[src/rtl/nstream_demux12.sv]
// nstream_demux12: 1-to-2 valid/ready stream demultiplexer with an
// independent FIFO behind each output, so one stalled consumer never
// blocks the other channel.
module nstream_demux12 #(
  parameter int N     = 32,
  parameter int DEPTH = 2
) (
  input  logic                       clk,
  input  logic                       rst,
  input  logic [N-1:0]               in_data,
  input  logic                       in_sel,
  input  logic                       in_valid,
  output logic                       in_ready,
  output logic [N-1:0]               out0_data,
  output logic                       out0_valid,
  input  logic                       out0_ready,
  output logic [N-1:0]               out1_data,
  output logic                       out1_valid,
  input  logic                       out1_ready,
  output logic [$clog2(DEPTH+1)-1:0] occ0,
  output logic [$clog2(DEPTH+1)-1:0] occ1
);

  localparam int PW = $clog2(DEPTH);
  localparam int OW = $clog2(DEPTH+1);

  logic [1:0]    full;
  logic [1:0]    valid;
  logic [1:0]    out_ready;
  logic [N-1:0]  rd_data [2];
  logic [OW-1:0] occ_v   [2];

  assign out_ready = {out1_ready, out0_ready};

  // Acceptance depends only on the selected channel being full; a pop in the
  // same cycle deliberately does not reopen it.
  assign in_ready = in_sel ? ~full[1] : ~full[0];

  assign out0_data  = rd_data[0];
  assign out1_data  = rd_data[1];
  assign out0_valid = valid[0];
  assign out1_valid = valid[1];
  assign occ0       = occ_v[0];
  assign occ1       = occ_v[1];

  genvar k;
  for (k = 0; k < 2; k++) begin : g_ch
    logic [N-1:0]  mem_q [DEPTH];
    logic [PW-1:0] wp_q, wp_d;
    logic [PW-1:0] rp_q, rp_d;
    logic [OW-1:0] occ_q, occ_d;
    logic          push;
    logic          pop;

    assign push = in_valid && in_ready && (in_sel == 1'(k));
    assign pop  = (occ_q != '0) && out_ready[k];

    assign full[k]    = (occ_q == OW'(DEPTH));
    assign valid[k]   = (occ_q != '0);
    assign rd_data[k] = mem_q[rp_q];
    assign occ_v[k]   = occ_q;

    // Next-state pointers and occupancy; pointers wrap naturally since DEPTH
    // is a power of two.
    always_comb begin
      wp_d  = wp_q;
      rp_d  = rp_q;
      occ_d = occ_q;
      if (push) wp_d = wp_q + PW'(1);
      if (pop)  rp_d = rp_q + PW'(1);
      case ({push, pop})
        2'b10:   occ_d = occ_q + OW'(1);
        2'b01:   occ_d = occ_q - OW'(1);
        default: occ_d = occ_q;
      endcase
    end

    // State and storage registers; reset clears buffered words immediately.
    always_ff @(posedge clk or posedge rst) begin
      if (rst) begin
        wp_q  <= '0;
        rp_q  <= '0;
        occ_q <= '0;
        mem_q <= '{default: '0};
      end else begin
        if (push) mem_q[wp_q] <= in_data;
        wp_q  <= wp_d;
        rp_q  <= rp_d;
        occ_q <= occ_d;
      end
    end
  end

endmodule

[config.mk]
export PLATFORM = sky130hd
export DESIGN_NAME = nstream_demux12
export DESIGN_NICKNAME = d
export VERILOG_FILES = /design/src/rtl/nstream_demux12.sv
export SDC_FILE = /design/constraint.sdc
export NUM_CORES = 1
export LEC_CHECK = 0
export ABC_AREA = 1
export CAP_MARGIN = 20
export CORE_ASPECT_RATIO = 0.8
export CORE_MARGIN = 2
export CORE_UTILIZATION = 30
export CTS_BUF_LIST = sky130_fd_sc_hd__clkbuf_4 sky130_fd_sc_hd__clkbuf_8 sky130_fd_sc_hd__clkbuf_16
export DETAILED_ROUTE_END_ITERATION = 16
export HOLD_SLACK_MARGIN = 0.05
export PLACE_DENSITY = 0.47
export SLEW_MARGIN = 15
export SYNTH_ARGS = -nofsm -noshare
export SYNTH_HDL_FRONTEND = slang
export SYNTH_SLANG_ARGS = --single-unit
export TNS_END_PERCENT = 100
[constraint.sdc]
create_clock -name clk -period 13.85 [get_ports clk]
set_clock_uncertainty 0.2 [all_clocks]
set_input_delay 2.77 -clock clk [delete_from_list [all_inputs] [get_ports clk]]
set_output_delay 2.77 -clock clk [all_outputs]
set_load 0.01 [all_outputs]
==> impl_table.tex, run 1 <==
\begin{tabular}{lr}
\hline
Metric & Value \\
\hline
\multicolumn{2}{l}{\textbf{Global routing}} \\
Largest net degree at the start of global routing & 74 \\
Initial antenna violation count & 0 \\
GRT Resource Usage Total & 0.1664 \\
Number of global-route vias before repair & 5138 \\
Global route total overflow & 0 \\
First-pass GRT wire length & $\sim$29000 um \\
\multicolumn{2}{l}{\textbf{Logic synthesis}} \\
Synth Net Count & approximately 840 \\
Portion of synthesized cell area occupied by the leading cell type & 0.5269 \\
Portion of the post-synthesis area used by sequential elements & 0.5269 \\
Adder-cell share of the synthesized area & 0.003874 \\
Multiplexer fraction of the synthesized cell area & 0 \\
Top flip-flop cell by instance count after synthesis & dfrtp\_1 \\
Netlist area before placement & between 0.006 and 0.007 mm\^{}2 \\
Async set-or-reset flop fraction in the synthesized netlist & 1.000 \\
Largest family of logic cells by synthesized area & simple AND/OR/NAND/NOR gates \\
Cell types occupying the most area after synthesis & dfrtp\_1 53\%, nand2\_1 17\%, o21ai\_0 10\%, o21bai\_1 7.4\%, inv\_1 6.0\% \\
Avg Synthesized Cell Area & 8.083 um\^{}2 \\
Count of state elements after synthesis & 136 \\
Most frequent cells after synthesis & 292 x nand2\_1, 136 x dfrtp\_1, 130 x o21ai\_0 \\
Syn Inst Count & 799 \\
Simple-gate portion of the synthesized area & 0.1796 \\
Count of cell types in the netlist & 23 \\
Most common cell in the synthesized netlist & nand2\_1 \\
Most area-hungry cell type in the Yosys netlist & dfrtp\_1 \\
Area share of xor/xnor cells in the synthesized design & 0.01085 \\
Number of warnings issued by yosys & 0 \\
Synthesized-area fraction occupied by ao, oa, aoi and oai cells & 0.1794 \\
Post-synth EDFFs & 0 \\
\multicolumn{2}{l}{\textbf{CTS}} \\
Post-CTS resize count & 0 \\
Deepest level of the CTS H-tree & 4 \\
Buffer count from post-CTS setup fixing & 0 \\
TritonCTS clock tree & built \\
Clk slew on worst S/H paths & 0.06 ns \\
Worst-case clock buffer depth & 2 \\
Master cell of the clock root buffer & clkbuf\_16 \\
Number of buffers added by the clock tree synthesis step & 17 \\
Worst skew pair latency & 0.42 ns \\
Clock net sink count & 136 \\
Number of hold-repair buffers added at the cts stage & 0 \\
\multicolumn{2}{l}{\textbf{Setup path}} \\
Crit start category & input port \\
Number of cells on the worst reg-to-reg path & 4 \\
Data required time at the worst endpoint & 10.88 ns \\
Reg-to-reg setup timing slack & 11.19 ns \\
CP endpoint kind & output pin \\
Endpoint of the most critical register-to-register path & g\_ch[0].mem\_q[26]\$\_DFFE\_PP0P\_ \\
Kind of critical path & input port to output pin \\
Launch point of the worst reg-to-reg path & g\_ch[0].wp\_q\$\_DFFE\_PP0P\_ \\
CP Max Fanout & 3 \\
Arrival time at the worst endpoint & 4.13 ns \\
\multicolumn{2}{l}{\textbf{Drt}} \\
Violation count after the first detailed-route iteration & 361 \\
Final antenna-violating net count & 0 \\
Post-DR vias/cell & $\sim$4.5 \\
Drt pass-1 iters & 4 \\
Aggregate routed wire length & 17960 um \\
Total number of vias & 5223 \\
DRC violations left & 0 \\
Routed wire per std cell & 15.40 um \\
\multicolumn{2}{l}{\textbf{Cells and area}} \\
Fraction of layout cells with a size suffix above 1 & 0.05909 \\
Design area & just over 0.008 mm\^{}2 \\
Synth-to-layout area growth & 28.69\% \\
Final net count & slightly above 900 \\
Filler Cell Count & 2111 \\
Number of diodes added for antenna fixing & 0 \\
\multicolumn{2}{l}{\textbf{Power}} \\
Share of power burned in registers & 0.338 \\
Total net switching power & $\sim$760 uW \\
Pwr per Cell Area & 247.7 mW/mm\^{}2 \\
Gate power share & 0.451 \\
Static Leakage & between 0.003 and 0.004 uW \\
Internal power & 1295 uW \\
Clk pwr share & 0.210 \\
Worst IR drop on VDD & 0.1042 mV \\
Switching fraction of total power & 0.3713 \\
\multicolumn{2}{l}{\textbf{Timing}} \\
Setup violation total in the final timing report & 0 \\
Relative slew slack & 0.3558 \\
Clock period minus final worst setup slack & 7.099 ns \\
Final hold violation count & 0 \\
Unrepaired setup endpoints after global routing & no \\
Timing-limited maximum frequency & 140.9 MHz \\
Final period utilization & 0.5126 \\
Slew at the pin closest to its max-slew limit & 0.9663 ns \\
Total negative slack & 0 ns \\
Slew Limit Fails & 0 \\
\multicolumn{2}{l}{\textbf{Min path}} \\
Startpoint of the tightest hold check path & g\_ch[1].mem\_q[10]\$\_DFFE\_PP0P\_ \\
Depth of the worst hold-timing path & 2 \\
Path type of the worst min-delay path & flop to flop \\
Hold Path Sink & g\_ch[1].mem\_q[10]\$\_DFFE\_PP0P\_ \\
\multicolumn{2}{l}{\textbf{Place}} \\
DP HPWL & 11060 um \\
Number of port buffers & 108 \\
DP Area & around 0.0077 mm\^{}2 \\
Final Wtd Congestion & 0.7057 \\
\multicolumn{2}{l}{\textbf{Die}} \\
Number of cell rows & 47 \\
Core region area & 0.02088 mm\^{}2 \\
Number of I/O pins & 109 \\
Die boundary width & 168.0 um \\
Starting utilization of the core area & 0.3094 \\
Vertical extent of the die & 135.2 um \\
Die area & 0.02273 mm\^{}2 \\
\multicolumn{2}{l}{\textbf{Status}} \\
Status & finished, final reports clean \\
\multicolumn{2}{l}{\textbf{Flow run}} \\
Number of max-capacitance violations reported & 0 \\
\hline
\end{tabular}
## worst max path at each step
stage | start | to | slack (ns)
3_5_place_dp | in_sel | in_ready | 6.75
2_1_floorplan | rst | g_ch[0].mem_q[0]$_DFFE_PP0P_ | 7.24
5_1_grt | in_sel | in_ready | 6.66
3_3_place_gp | in_sel | in_ready | 6.76
6_report | in_sel | in_ready | 6.75
4_1_cts | in_sel | in_ready | 6.74
## per-layer routing
| layer | vias to the layer above | track usage | wire length (um) |
|---|---|---|---|
| met5 | - | 0 | 0 |
| met1 | 2475 | 0.2581 | 9582 |
| met4 | 0 | 0.04493 | 104 |
| li1 | 2644 | - | - |
| met2 | 93 | 0.2330 | 7573 |
| met3 | 11 | 0.03330 | 695 |
## placed cells by master (no fill, tap or decap)
cell	count
clkbuf_4	5
or2_2	1
clkdlybuf4s50_1	108
clkinv_1	1
inv_1	102
ha_1	2
nand2_2	1
clkbuf_16	17
nand3_4	1
nand2_1	292
o21ai_1	1
buf_12	2
xnor2_1	4
inv_6	1
o21ai_0	130
nor2_1	1
a21oi_1	2
dfrtp_1	133
nor2_4	3
o21bai_1	64
buf_16	1
xor2_1	4
inv_2	2
clkinvlp_4	3
buf_4	4
dfrtp_2	3
bufinv_16	1
nor2_2	1
o211ai_4	1
clkinv_2	5
clkbuf_8	1
## sequential cells by signal (all words and copies together) (netlist names)
name,flops
g_ch.wp_q,2
g_ch.rp_q,2
occ0,2
occ1,2
g_ch.mem_q,128
## metrics by stage
step,utilization,std cells,hold slack (ns),power [uW],setup slack [ns]
floorplan,-,799,0.2640,1189,7.241
global placement,0.3684,1131,0.2820,1616,6.757
detailed placement,0.3684,1131,0.2871,1622,6.746
CTS,0.3949,1163,0.3001,2063,6.743
global route,0.3981,1166,0.3233,2229,6.660
finish,0.3981,1166,0.2999,2059,6.751
## logic make-up (layout without fill, tap and decap cells)
family / Yosys count / after routing
compound gates: 198 / 198
fa+ha+maj: 2 / 2
flops: 136 / 136
simple gates: 300 / 300
xor+xnor: 8 / 8
buf+inv: 155 / 253
## area by class of cell
class | instances | area [um^2] | share of cell area
sequential | 136 | 3407 | 0.4099
tap | 269 | 336.6 | 0.04049
timing repair buffer | 115 | 1179 | 0.1418
multi-input combinational | 508 | 2432 | 0.2926
inverter | 106 | 402.9 | 0.04847
clock inverter | 9 | 77.57 | 0.009333
clock buffer | 23 | 476.7 | 0.05735
## worst max-delay path: stages
cell	delay, ns
clkdlybuf4s50_1	0.52
inv_1	0.11
nand2_1	0.07
o21ai_0	0.07
inv_1	0.06
clkdlybuf4s50_1	0.53
## power by group through the flow
stage	clock, uW	sequential (uW)	combinational, uW
after floorplan	0	657	532
after detailed placement	0	743	879
after global placement	0	740	876
final	433	696	929
after CTS	440	737	886
after global routing	456	724	1050
Power figures use the tool's default switching activity.
==> run 2, diff against run 1 <==
==> constraint.sdc (replaced) <==
create_clock -name clk -period 7.4 [get_ports clk]
set_clock_uncertainty 0.2 [all_clocks]
set_input_delay 1.48 -clock clk [delete_from_list [all_inputs] [get_ports clk]]
set_output_delay 1.48 -clock clk [all_outputs]
set_load 0.01 [all_outputs]
==> impl_table.tex, run 2 (same netlist as run 1, synthesis figures left out) <==
\begin{tabular}{lr}
\hline
Metric & Value \\
\hline
\multicolumn{2}{l}{\textbf{Cells and area}} \\
Design area & 0.008292 mm\^{}2 (was 0.008312 mm\^{}2) \\
Commonest non-fill, non-tap cell in the layout & nand2\_1 (unchanged) \\
Final core area utilization & 0.3972 (was 0.3981) \\
Number of diodes added for antenna fixing & 0 (unchanged) \\
Fraction of layout cells with a size suffix above 1 & 0.05593 (was 0.05909) \\
Filler Cell Count & 2105 (was 2111) \\
Flip-flop count of the largest register after layout & 128 (unchanged) \\
Synth-to-layout area growth & 28.38\% (was 28.69\%) \\
Most frequent cells in the layout & 292 x nand2\_1, 133 x dfrtp\_1, 130 x o21ai\_0 (unchanged) \\
Final net count & 923 (was 924) \\
Most flops, register & g\_ch.mem\_q (unchanged) \\
\multicolumn{2}{l}{\textbf{Timing}} \\
Unrepaired setup endpoints after global routing & no (unchanged) \\
Total negative slack & 0 ns (unchanged) \\
Relative slew slack & 0.3172 (was 0.3558) \\
Clock period minus final worst setup slack & between 4 and 5 ns \\
Timing-limited maximum frequency & 222.1 MHz \\
Final period utilization & 0.6084 \\
Slew Limit Fails & 0 (unchanged) \\
Final hold violation count & 0 (unchanged) \\
Setup violation total in the final timing report & 0 (unchanged) \\
Slew at the pin closest to its max-slew limit & 1.024 ns (was 0.9663 ns) \\
\multicolumn{2}{l}{\textbf{Place}} \\
Number of port buffers & 108 (unchanged) \\
Final Wtd Congestion & 0.7062 (was 0.7057) \\
DP Area & 0.007697 mm\^{}2 (was 0.007690 mm\^{}2) \\
DP HPWL & 10980 um (was 11060 um) \\
\multicolumn{2}{l}{\textbf{Power}} \\
Internal power & 2434 uW (was 1295 uW) \\
Share of power burned in registers & 0.348 (was 0.338) \\
Pwr per Cell Area & 465.4 mW/mm\^{}2 (was 247.7 mW/mm\^{}2) \\
Total net switching power & 1425 uW (was 764.5 uW) \\
Clk pwr share & 0.218 (was 0.210) \\
Gate power share & 0.434 (was 0.451) \\
Worst IR drop on VDD & 0.1669 mV (was 0.1042 mV) \\
Switching fraction of total power & 0.3693 (was 0.3713) \\
Static Leakage & 0.003898 uW (was 0.003901 uW) \\
\multicolumn{2}{l}{\textbf{Status}} \\
Status & finished, final reports clean (unchanged) \\
\multicolumn{2}{l}{\textbf{Drt}} \\
Total number of vias & 5161 (was 5223) \\
Post-DR vias/cell & 4.438 (was 4.479) \\
DRC violations left & 0 (unchanged) \\
Final antenna-violating net count & 0 (unchanged) \\
Violation count after the first detailed-route iteration & 342 (was 361) \\
Drt pass-1 iters & 5 (was 4) \\
Aggregate routed wire length & 18080 um (was 17960 um) \\
Routed wire per std cell & 15.55 um (was 15.40 um) \\
\multicolumn{2}{l}{\textbf{Setup path}} \\
Arrival time at the worst endpoint & 2.82 ns (was 4.13 ns) \\
CP Max Fanout & 3 (unchanged) \\
Crit start category & input port (unchanged) \\
Kind of critical path & input port to output pin (unchanged) \\
CP endpoint kind & output pin (unchanged) \\
Data required time at the worst endpoint & 5.72 ns (was 10.88 ns) \\
\multicolumn{2}{l}{\textbf{Flow run}} \\
Number of max-capacitance violations reported & 0 (unchanged) \\
\multicolumn{2}{l}{\textbf{Die}} \\
Core region area & 0.02088 mm\^{}2 (unchanged) \\
Vertical extent of the die & 135.2 um (unchanged) \\
Number of cell rows & 47 (unchanged) \\
Starting utilization of the core area & 0.3094 (unchanged) \\
Die boundary width & 168.0 um (unchanged) \\
Number of I/O pins & 109 (unchanged) \\
Die area & 0.02273 mm\^{}2 (unchanged) \\
\multicolumn{2}{l}{\textbf{CTS}} \\
Number of buffers added by the clock tree synthesis step & 17 (unchanged) \\
Clk slew on worst S/H paths & 0.06 ns (about the same) \\
Master cell of the clock root buffer & clkbuf\_16 (unchanged) \\
Deepest level of the CTS H-tree & 4 (unchanged) \\
Buffer count from post-CTS setup fixing & 0 (unchanged) \\
TritonCTS clock tree & built (unchanged) \\
Worst-case clock buffer depth & 2 (unchanged) \\
Clock net sink count & 136 (unchanged) \\
Post-CTS resize count & 0 (unchanged) \\
Worst skew pair latency & 0.42 ns (about the same) \\
Number of hold-repair buffers added at the cts stage & 0 (unchanged) \\
\multicolumn{2}{l}{\textbf{Min path}} \\
Path type of the worst min-delay path & flop to flop (unchanged) \\
\multicolumn{2}{l}{\textbf{Global routing}} \\
Initial antenna violation count & 0 (unchanged) \\
First-pass GRT wire length & 28840 um (about the same) \\
Largest net degree at the start of global routing & 72 (was 74) \\
Global route total overflow & 0 (unchanged) \\
GRT Resource Usage Total & 0.1662 (was 0.1664) \\
Number of global-route vias before repair & 4992 (was 5138) \\
\hline
\end{tabular}
-- run 2: changes by cell type in the layout (fill, tap and decap cells not counted), sizes merged --
| cell | previous run | this run |
|---|---|---|
| buf | 7 | 6 |
| bufinv | 1 | 2 |
| clkbuf | 23 | 21 |
| clkinv | 6 | 5 |
| clkinvlp | 3 | 2 |
| inv | 105 | 106 |
-- run 2: area by class of cell --
cell class                 instances  area (um^2)  area share
sequential                       136         3407      0.4109
multi-input combinational        508         2432      0.2933
timing repair buffer             114         1139      0.1373
clock buffer                      21        474.2     0.05719
inverter                         106        402.9     0.04859
tap                              269        336.6     0.04059
clock inverter                     9        100.1     0.01207
-- run 2: routing by layer --
| metal | share of wire | GRT usage | wire length, um | vias up |
|---|---|---|---|---|
| li1 | - | - | - | 2630 |
| met2 | 0.41 | 0.2277 | 7368 | 106 |
| met4 | 0.0051 | 0.03478 | 93 | 0 |
| met1 | 0.54 | 0.2611 | 9853 | 2418 |
| met5 | 0 | 0 | 0 | - |
| met3 | 0.043 | 0.04032 | 769 | 7 |
-- run 2: power by group through the flow --
stage / combinational [uW] / sequential, uW / clock (uW)
after floorplan: 996 / 1230 / 0
after global placement: 1640 / 1390 / 0
after detailed placement: 1640 / 1390 / 0
after CTS: 1660 / 1380 / 861
after global routing: 1880 / 1400 / 891
final: 1680 / 1340 / 841
-- run 2: path summary, 6_finish.rpt --
check | start | to | slack, ns | depth (start not counted)
worst min-delay path | g_ch[1].mem_q[20]$_DFFE_PP0P_ | g_ch[1].mem_q[20]$_DFFE_PP0P_ | 0.30 | 2
min in group asynchronous | rst | occ1[1]$_DFFE_PP0P_ | 1.33 | 2
worst max-delay path | in_sel | in_ready | 2.90 | 6
worst max register to register | g_ch[0].wp_q$_DFFE_PP0P_ | g_ch[0].mem_q[0]$_DFFE_PP0P_ | 4.67 | 4
worst min register to register | g_ch[1].mem_q[20]$_DFFE_PP0P_ | g_ch[1].mem_q[20]$_DFFE_PP0P_ | 0.30 | 2
max in group asynchronous | rst | g_ch[0].mem_q[3]$_DFFE_PP0P_ | 4.31 | 3
-- run 2: critical path: stages --
cell and delay, ns:
clkdlybuf4s50_1 0.53, inv_1 0.11, nand2_1 0.07, o21ai_0 0.07, inv_1 0.05, clkdlybuf4s50_1 0.52
-- run 2: per-stage QoR --
| stage | total power, uW | worst slack, ns | hold WS, ns | instances |
|---|---|---|---|---|
| 6_report | 3859 | 2.898 | 0.2983 | 1163 |
| 3_3_place_gp | 3031 | 2.879 | 0.2836 | 1132 |
| 5_1_grt | 4170 | 2.822 | 0.3260 | 1163 |
| 2_1_floorplan | 2225 | 2.081 | 0.2640 | 799 |
| 4_1_cts | 3898 | 2.880 | 0.2994 | 1162 |
| 3_5_place_dp | 3034 | 2.881 | 0.2861 | 1132 |
